File: src/rtl/multicycle_controller.sv
// Control FSM for a multicycle MIPS datapath: decodes op/funct and drives
// every select and write enable, one state per cycle.
module multicycle_controller #(
    parameter logic [3:0] RESET_STATE = 4'd0
) (
    input  logic       clk,
    input  logic       rst,
    input  logic [5:0] op,
    input  logic [5:0] funct,
    input  logic       zero,
    output logic       pc_we,
    output logic       iord,
    output logic       mem_we,
    output logic       ir_we,
    output logic       reg_we,
    output logic       reg_write_addr,
    output logic       reg_write_data,
    output logic       alu_src_a,
    output logic [1:0] alu_src_b,
    output logic       imm_zext,
    output logic [2:0] alu_controller,
    output logic [1:0] pc_src,
    output logic       illegal_op,
    output logic [3:0] state
);

    typedef enum logic [3:0] {
        FETCH  = 4'd0,
        DECODE = 4'd1,
        MEMADR = 4'd2,
        MEMRD  = 4'd3,
        MEMWB  = 4'd4,
        MEMWR  = 4'd5,
        RTEXEC = 4'd6,
        RTWB   = 4'd7,
        BRANCH = 4'd8,
        IEXEC  = 4'd9,
        IWB    = 4'd10,
        JUMP   = 4'd11,
        JR     = 4'd12
    } state_t;

    localparam logic [5:0] OP_RTYPE = 6'b000000;
    localparam logic [5:0] OP_LW    = 6'b100011;
    localparam logic [5:0] OP_SW    = 6'b101011;
    localparam logic [5:0] OP_BEQ   = 6'b000100;
    localparam logic [5:0] OP_BNE   = 6'b000101;
    localparam logic [5:0] OP_ADDI  = 6'b001000;
    localparam logic [5:0] OP_ANDI  = 6'b001100;
    localparam logic [5:0] OP_ORI   = 6'b001101;
    localparam logic [5:0] OP_SLTI  = 6'b001010;
    localparam logic [5:0] OP_J     = 6'b000010;
    localparam logic [5:0] FN_JR    = 6'b001000;

    localparam logic [2:0] ALU_ADD = 3'b010;
    localparam logic [2:0] ALU_SUB = 3'b110;
    localparam logic [2:0] ALU_AND = 3'b000;
    localparam logic [2:0] ALU_OR  = 3'b001;
    localparam logic [2:0] ALU_SLT = 3'b111;

    state_t state_q, state_d;
    logic   is_store;   // lw/sw choice remembered from DECODE; op is not sampled in MEMADR
    logic   rt_bad;     // unsupported funct seen in RTEXEC, blocks the RTWB write
    logic   funct_ok;
    logic [2:0] funct_alu;

    always_comb begin
        funct_ok  = 1'b1;
        funct_alu = ALU_AND;
        case (funct)
            6'b100000: funct_alu = ALU_ADD;
            6'b100010: funct_alu = ALU_SUB;
            6'b100100: funct_alu = ALU_AND;
            6'b100101: funct_alu = ALU_OR;
            6'b101010: funct_alu = ALU_SLT;
            default:   funct_ok  = 1'b0;
        endcase
    end

    always_ff @(posedge clk) begin
        if (rst) begin
            state_q  <= state_t'(RESET_STATE);
            is_store <= 1'b0;
            rt_bad   <= 1'b0;
        end else begin
            state_q <= state_d;
            if (state_q == DECODE) is_store <= (op == OP_SW);
            if (state_q == RTEXEC) rt_bad   <= ~funct_ok;
        end
    end

    always_comb begin
        state_d        = FETCH;
        pc_we          = 1'b0;
        iord           = 1'b0;
        mem_we         = 1'b0;
        ir_we          = 1'b0;
        reg_we         = 1'b0;
        reg_write_addr = 1'b0;
        reg_write_data = 1'b0;
        alu_src_a      = 1'b0;
        alu_src_b      = 2'b00;
        imm_zext       = 1'b0;
        alu_controller = 3'b000;
        pc_src         = 2'b00;
        illegal_op     = 1'b0;
        case (state_q)
            FETCH: begin
                state_d        = DECODE;
                ir_we          = 1'b1;
                alu_src_b      = 2'b01;
                alu_controller = ALU_ADD;
                pc_we          = 1'b1;
            end
            DECODE: begin
                alu_src_b      = 2'b11;
                alu_controller = ALU_ADD;
                case (op)
                    OP_LW, OP_SW:                      state_d = MEMADR;
                    OP_RTYPE:                          state_d = (funct == FN_JR) ? JR : RTEXEC;
                    OP_BEQ, OP_BNE:                    state_d = BRANCH;
                    OP_ADDI, OP_ANDI, OP_ORI, OP_SLTI: state_d = IEXEC;
                    OP_J:                              state_d = JUMP;
                    default:                           illegal_op = 1'b1;
                endcase
            end
            MEMADR: begin
                state_d        = is_store ? MEMWR : MEMRD;
                alu_src_a      = 1'b1;
                alu_src_b      = 2'b10;
                alu_controller = ALU_ADD;
            end
            MEMRD: begin
                state_d = MEMWB;
                iord    = 1'b1;
            end
            MEMWB: begin
                reg_we         = 1'b1;
                reg_write_data = 1'b1;
            end
            MEMWR: begin
                iord   = 1'b1;
                mem_we = 1'b1;
            end
            RTEXEC: begin
                state_d        = RTWB;
                alu_src_a      = 1'b1;
                alu_controller = funct_alu;
                illegal_op     = ~funct_ok;
            end
            RTWB: begin
                reg_we         = ~rt_bad;
                reg_write_addr = 1'b1;
            end
            BRANCH: begin
                alu_src_a      = 1'b1;
                alu_controller = ALU_SUB;
                pc_src         = 2'b01;
                pc_we          = (op == OP_BNE) ? ~zero : zero;
            end
            IEXEC: begin
                state_d   = IWB;
                alu_src_a = 1'b1;
                alu_src_b = 2'b10;
                case (op)
                    OP_ANDI: begin alu_controller = ALU_AND; imm_zext = 1'b1; end
                    OP_ORI:  begin alu_controller = ALU_OR;  imm_zext = 1'b1; end
                    OP_SLTI: alu_controller = ALU_SLT;
                    default: alu_controller = ALU_ADD;
                endcase
            end
            IWB:  reg_we = 1'b1;
            JUMP: begin
                pc_src = 2'b10;
                pc_we  = 1'b1;
            end
            JR: begin
                pc_src = 2'b11;
                pc_we  = 1'b1;
            end
            default: state_d = FETCH;
        endcase
        // Reset wins over decode so an abandoned instruction cannot write anything.
        if (rst) begin
            pc_we      = 1'b0;
            mem_we     = 1'b0;
            ir_we      = 1'b0;
            reg_we     = 1'b0;
            illegal_op = 1'b0;
        end
    end

    assign state = state_q;

endmodule

File: config.mk
export PLATFORM = sky130hd
export DESIGN_NAME = multicycle_controller
export DESIGN_NICKNAME = d
export VERILOG_FILES = /design/src/rtl/multicycle_controller.sv
export SDC_FILE = /design/constraint.sdc
export NUM_CORES = 1
export LEC_CHECK = 0
export BUFFER_PORTS_ARGS = -buffer_cell sky130_fd_sc_hd__clkbuf_2
export CORE_MARGIN = 8
export CORE_UTILIZATION = 49
export DETAILED_ROUTE_END_ITERATION = 8
export PLACE_DENSITY_LB_ADDON = 0.3
export SLEW_MARGIN = 15
export SYNTH_ARGS = -nofsm -noshare
export SYNTH_HDL_FRONTEND = slang
export SYNTH_SLANG_ARGS = --single-unit
File: constraint.sdc
create_clock -name clk -period 2.65 [get_ports clk]
set_input_delay 0.53 -clock clk [delete_from_list [all_inputs] [get_ports clk]]
set_output_delay 0.53 -clock clk [all_outputs]
set_load 0.02 [all_outputs]
; ---- After elaboration in Yosys (flattened, before gate mapping)
; Cells that the tools add are included.
[totals]
output_inout_bits = 21
elab_cells = 75
reg_bits = 6
input_bits = 15
[classes]
bitwise = 3
n_reduce_logical = 14
eq_ne = 27
mux = 28
[op_table]
columns = operator, count
row1 = "6-bit equality test, second input constant", 7
row2 = "6-bit by 4-bit equality test with 1-bit output, second input constant", 5
row3 = 3-bit one-hot mux with 4 select lines, 2
row4 = 4-bit one-hot mux with 6 select lines, 1
row5 = "4-bit equality test, second input constant", 5
row6 = 4-bit one-hot mux with 5 select lines, 1
row7 = "4-bit by 3-bit equality test with 1-bit output, second input constant", 4
row8 = 1-bit 2-to-1 mux, 16
row9 = "6-bit by 3-bit equality test with 1-bit output, second input constant", 2
row10 = 2-bit one-hot mux with 3 select lines, 2
row11 = 2-bit OR reduction, 6
row12 = 10-bit OR reduction, 1
row13 = 3-bit one-hot mux with 3 select lines, 1
row14 = "4-bit by 2-bit equality test with 1-bit output, second input constant", 2
row15 = 4-bit OR reduction, 2
row16 = "6-bit by 2-bit equality test with 1-bit output, second input constant", 1
row17 = 6-bit logical NOT, 1
row18 = 1-bit one-hot mux with 2 select lines, 3
row19 = 3-bit OR reduction, 2
row20 = 5-bit OR reduction, 1
row21 = "4-bit by 1-bit equality test with 1-bit output, second input constant", 1
row22 = 4-bit logical NOT, 1
row23 = 4-bit 2-to-1 mux, 1
row24 = 3-bit 2-to-1 mux, 1
row25 = 1-bit inverter, 3

; ---- Depth between registers and ports, before layout
[logic_depth]
depth_word = 6
mapped_depth = 5
depth_no_buf = 4

; ---- Least setup slack after synthesis
; OpenSTA, ideal clock, no wires.
[synth_timing]
kind = in2out
from = in op[2]
to = out illegal_op
path_buffers = 1
slack_ns = 0.202
arrival_ns = 1.918
stages = 5
cell_sequence = buf_2 > or2b_1 > a21oi_1 > nor3_1 > o41ai_1
[synth_between]
elab_chain_cells = 5
word_cells_on_any_way = 14
cone_classes = eq/ne: 9 / mux: 3 / reduce/logical: 2
[synth_lines]
columns = element, line_no
row1 = "start, declared", 8  ; input logic [5:0] op,
row2 = 6-bit equality test (tied with other cells), 118  ; case (op)
row3 = 10-bit OR reduction (no source line) (*), n/a
row4 = 1-bit 2-to-1 mux (*), 118
row5 = 1-bit one-hot mux with 2 select lines (*), 107  ; case (state_q)
row6 = 1-bit 2-to-1 mux (*), 184  ; if (rst) begin
row7 = "end, declared", 23  ; output logic illegal_op,
; Every way passes the cells marked *; elsewhere a longest branch is shown, timed or not.

; ---- Worst setup path in the final report
[layout_timing]
from = in op[0]
to = out alu_controller[1]
[layout_between]
elab_chain_cells = 3
word_cells_on_any_way = 5
cone_classes = eq/ne: 3 / mux: 2
[layout_lines]
columns = element, line_no
row1 = 6-bit by 4-bit equality test with 1-bit output, 165  ; case (op)
row2 = 3-bit one-hot mux with 3 select lines (*), 165
row3 = 3-bit one-hot mux with 4 select lines (*), 107
row4 = "end, declared", 21  ; output logic [2:0] alu_controller,
; Marked as above.

==> summary.txt <==
GRT
  • Pin count of the biggest net entering global routing: 17
  • First-pass GRT wire length: 4.167 mm
  • Initial antenna violation count: 0
  • Number of global-route vias before repair: between 900 and 1000
  • GRT Overall Usage: 0.1514
  • Gr ovfl total: 0

Worst setup path
  • Critical path startpoint category: input pin
  • Critical path fanouts, max: 7
  • Crit. End Element: primary output
  • Worst Path Required: roughly 2.1 ns
  • Critical path type: input pin to primary output
  • Worst EP arrival: 1.85 ns
  • R2R Path End: state[1]
  • RR Startpoint: state[1]
  • R2r setup slk: 1.10 ns
  • FF-to-FF path depth: 3

Route
  • Vias post-DR: 976
  • Wire per inst: 15.04 µm
  • Number of remaining DRC errors: 0
  • Final wirelength: 2.376 mm
  • Via density: 6.177
  • DR pass1 iterations: 4
  • Initial drt markers: 35
  • Remaining antenna violation count: 0

Synthesis
  • Syn nets: 126
  • Asr flop ratio synth: 0
  • Post-synthesis compound-gate area fraction: 0.2729
  • Post-Synth Simple-Gate Area: 0.4527
  • Cells after Synth: 111
  • Synth Area in Adders: 0
  • Multiplexer share of the synthesized area: 0.05205
  • Post-synth EDFFs: 0
  • Sequential-to-total area share from yosys stat: 0.1514
  • Yosys warns: 0
  • Netlist cell types: 50
  • Yosys reg bits: 6
  • Avg Inst Size Synth: between 7 and 8 µm²
  • Mapped Area: 793.3 µm²
  • Top_reg_cell synth: dfxtp_1
  • Largest family of logic cells by synthesized area: simple AND/OR/NAND/NOR gates
  • Post-Synth XOR/XNOR Area: 0.01104

Power and ir drop
  • Peak supply drop: 230.0 µV
  • PnR Total Power: 285.5 µW
  • Static Leak: between 0.0004 and 0.0005 µW
  • Power Density: 288.4 nW/µm²

STA
  • Final hold viol count: 0
  • Period minus WS final: 2.377 ns
  • Setup Skew: 0.003686 ns
  • Fmax: 420.8 MHz
  • Worst-Margin Slew: 0.5379 ns
  • Final setup violation count: 0
  • RSZ-0062 raised after global routing: no
  • Slew Limit Fails: 0
  • Slew headroom: 0.6364
  • Fin Setup TNS: 0 ns
  • Setup WS post-layout: 0.2733 ns
  • Final period utilization: 0.8969

Layout
  • Final std cells w/o fill: roughly 160
  • Final #Nets: 159
  • Proportion of layout cells with a drive suffix above 1: 0.3380
  • Number of diodes: 0
  • Syn-to-layout area delta: 24.76%
  • Fin area: roughly 1000 µm²
  • FILL cells: 138

Hold path
  • Min-delay src: rt_bad
  • Hold Crit Class: register to register
  • Hold Path Sink: rt_bad
  • Worst hold path depth: 2

Clock network
  • H-Tree Depth: 1
  • Sinks on Clock Net: 6
  • Worst-path clk slew: 0.05 ns
  • CTS max path bufs: 2
  • TritonCTS clock tree: built
  • TritonCTS buffer count: 3
  • Root buf cell: clkbuf_4
  • Skew-Pair Late Insertion Delay: between 0.2 and 0.3 ns
  • CTS resizes: 0
  • # hold bufs at CTS: 0
  • # Post-CTS Setup Buffers: 0

Placement
  • Worst slack at placement: roughly 0.29 ns
  • Cell area after placement: just under 1000 µm²
  • GP Congestion: 0.8438
  • DP Cell Count: 155
  • Detail Placement HPWL: 1.912 mm
  • IO Port Bufs: 35

Floorplan
  • I/O pins: 36
  • Core ar.: 1506 µm²
  • Die area: 3162 µm²
  • Initial core utilization: 0.5266
  • DIE HEIGHT: about 56 µm
  • Std-Cell Rows: 14
  • Die W: 56.24 µm

Status
  • Status: finished clean

Job
  • Total of max-cap violations: 0
critical path: stages:
cell and delay (ns):
clkbuf_2 0.13, or3_4 0.41, o21a_1 0.20, o32ai_2 0.23, o21bai_1 0.15, clkbuf_2 0.19
stage by stage:
step,utilization,hold slack [ns]
after global routing,0.6570,0.5703
final,0.6570,0.5003
after global placement,0.6420,0.4881
after detailed placement,0.6420,0.4999
after floorplan,-,0.4609
after CTS,0.6570,0.5110
how the worst max path moves through the flow:
| stage | startpoint | end | slack, ns | cells after the start |
|---|---|---|---|---|
| 2_1_floorplan | op[2] | illegal_op | 0.20 | 5 |
| 3_3_place_gp | op[0] | alu_controller[1] | 0.33 | 6 |
| 3_5_place_dp | op[0] | alu_controller[1] | 0.29 | 6 |
| 4_1_cts | op[0] | alu_controller[1] | 0.29 | 6 |
| 5_1_grt | state[1] | illegal_op | 0.12 | 5 |
| 6_report | op[0] | alu_controller[1] | 0.27 | 6 |
logic make-up after synthesis:
group,Yosys count
muxes,4
buffers and inverters,11
DFF,6
xor gates and xnor gates,1
and+or+nand+nor,60
AOI/OAI and AO/OA,29
per-layer routing:
metal / vias to the layer above / GRT usage / wire (µm)
met5: - / 0 / 0
met4: 0 / 0.02062 / 0
met3: 0 / 0.04566 / 135
met2: 37 / 0.2789 / 1249
met1: 454 / 0.1673 / 991
li1: 485 / - / -
state kept, by name (all words and copies together), names as in the netlist:
| name | count |
|---|---|
| state | 4 |
| is_store | 1 |
| rt_bad | 1 |
synthesized netlist by cell type, types with 2 or more instances:
cell type	n	area share
nor4b_1	3	0.033
nor3_1	7	0.044
nand3_1	2	0.013
a21o_1	2	0.019
o21a_1	2	0.019
nor2b_1	3	0.024
and3_1	3	0.024
dfxtp_1	6	0.15
or2_2	2	0.016
nand2b_1	6	0.047
o21ai_0	5	0.032
o22ai_1	2	0.016
nand3b_1	3	0.028
clkbuf_1	4	0.019
a21oi_1	3	0.019
or3_1	2	0.016
buf_2	5	0.032
mux2i_1	3	0.038
nor4_1	2	0.016
nand2_1	6	0.028
nor2_1	10	0.047
nor3b_1	2	0.019
layout make-up:
cell class	instances	area, µm²	area share
well taps	16	20.02	0.02023
repair buffers	38	197.7	0.1997
multi-input cells	94	625.6	0.6321
inverters	1	3.754	0.003793
flip-flops and latches	6	120.1	0.1214
clock buffers	3	22.52	0.02276
power by group:
group | total, µW | switching, µW | internal (µW)
clock network | 86.0 | 34.7 | 51.3
logic | 100 | 58.7 | 41.3
registers | 99.5 | 6.59 | 92.9
placed cells by master (no fill, tap or decap), types with 5 or more instances in the layout:
cell type	count
nor2_1	10
nor3_1	7
dfxtp_1	6
o21ai_0	5
clkbuf_2	35
nand2b_1	6
nand2_1	6
Note: power is estimated with default switching activity, not from simulation.
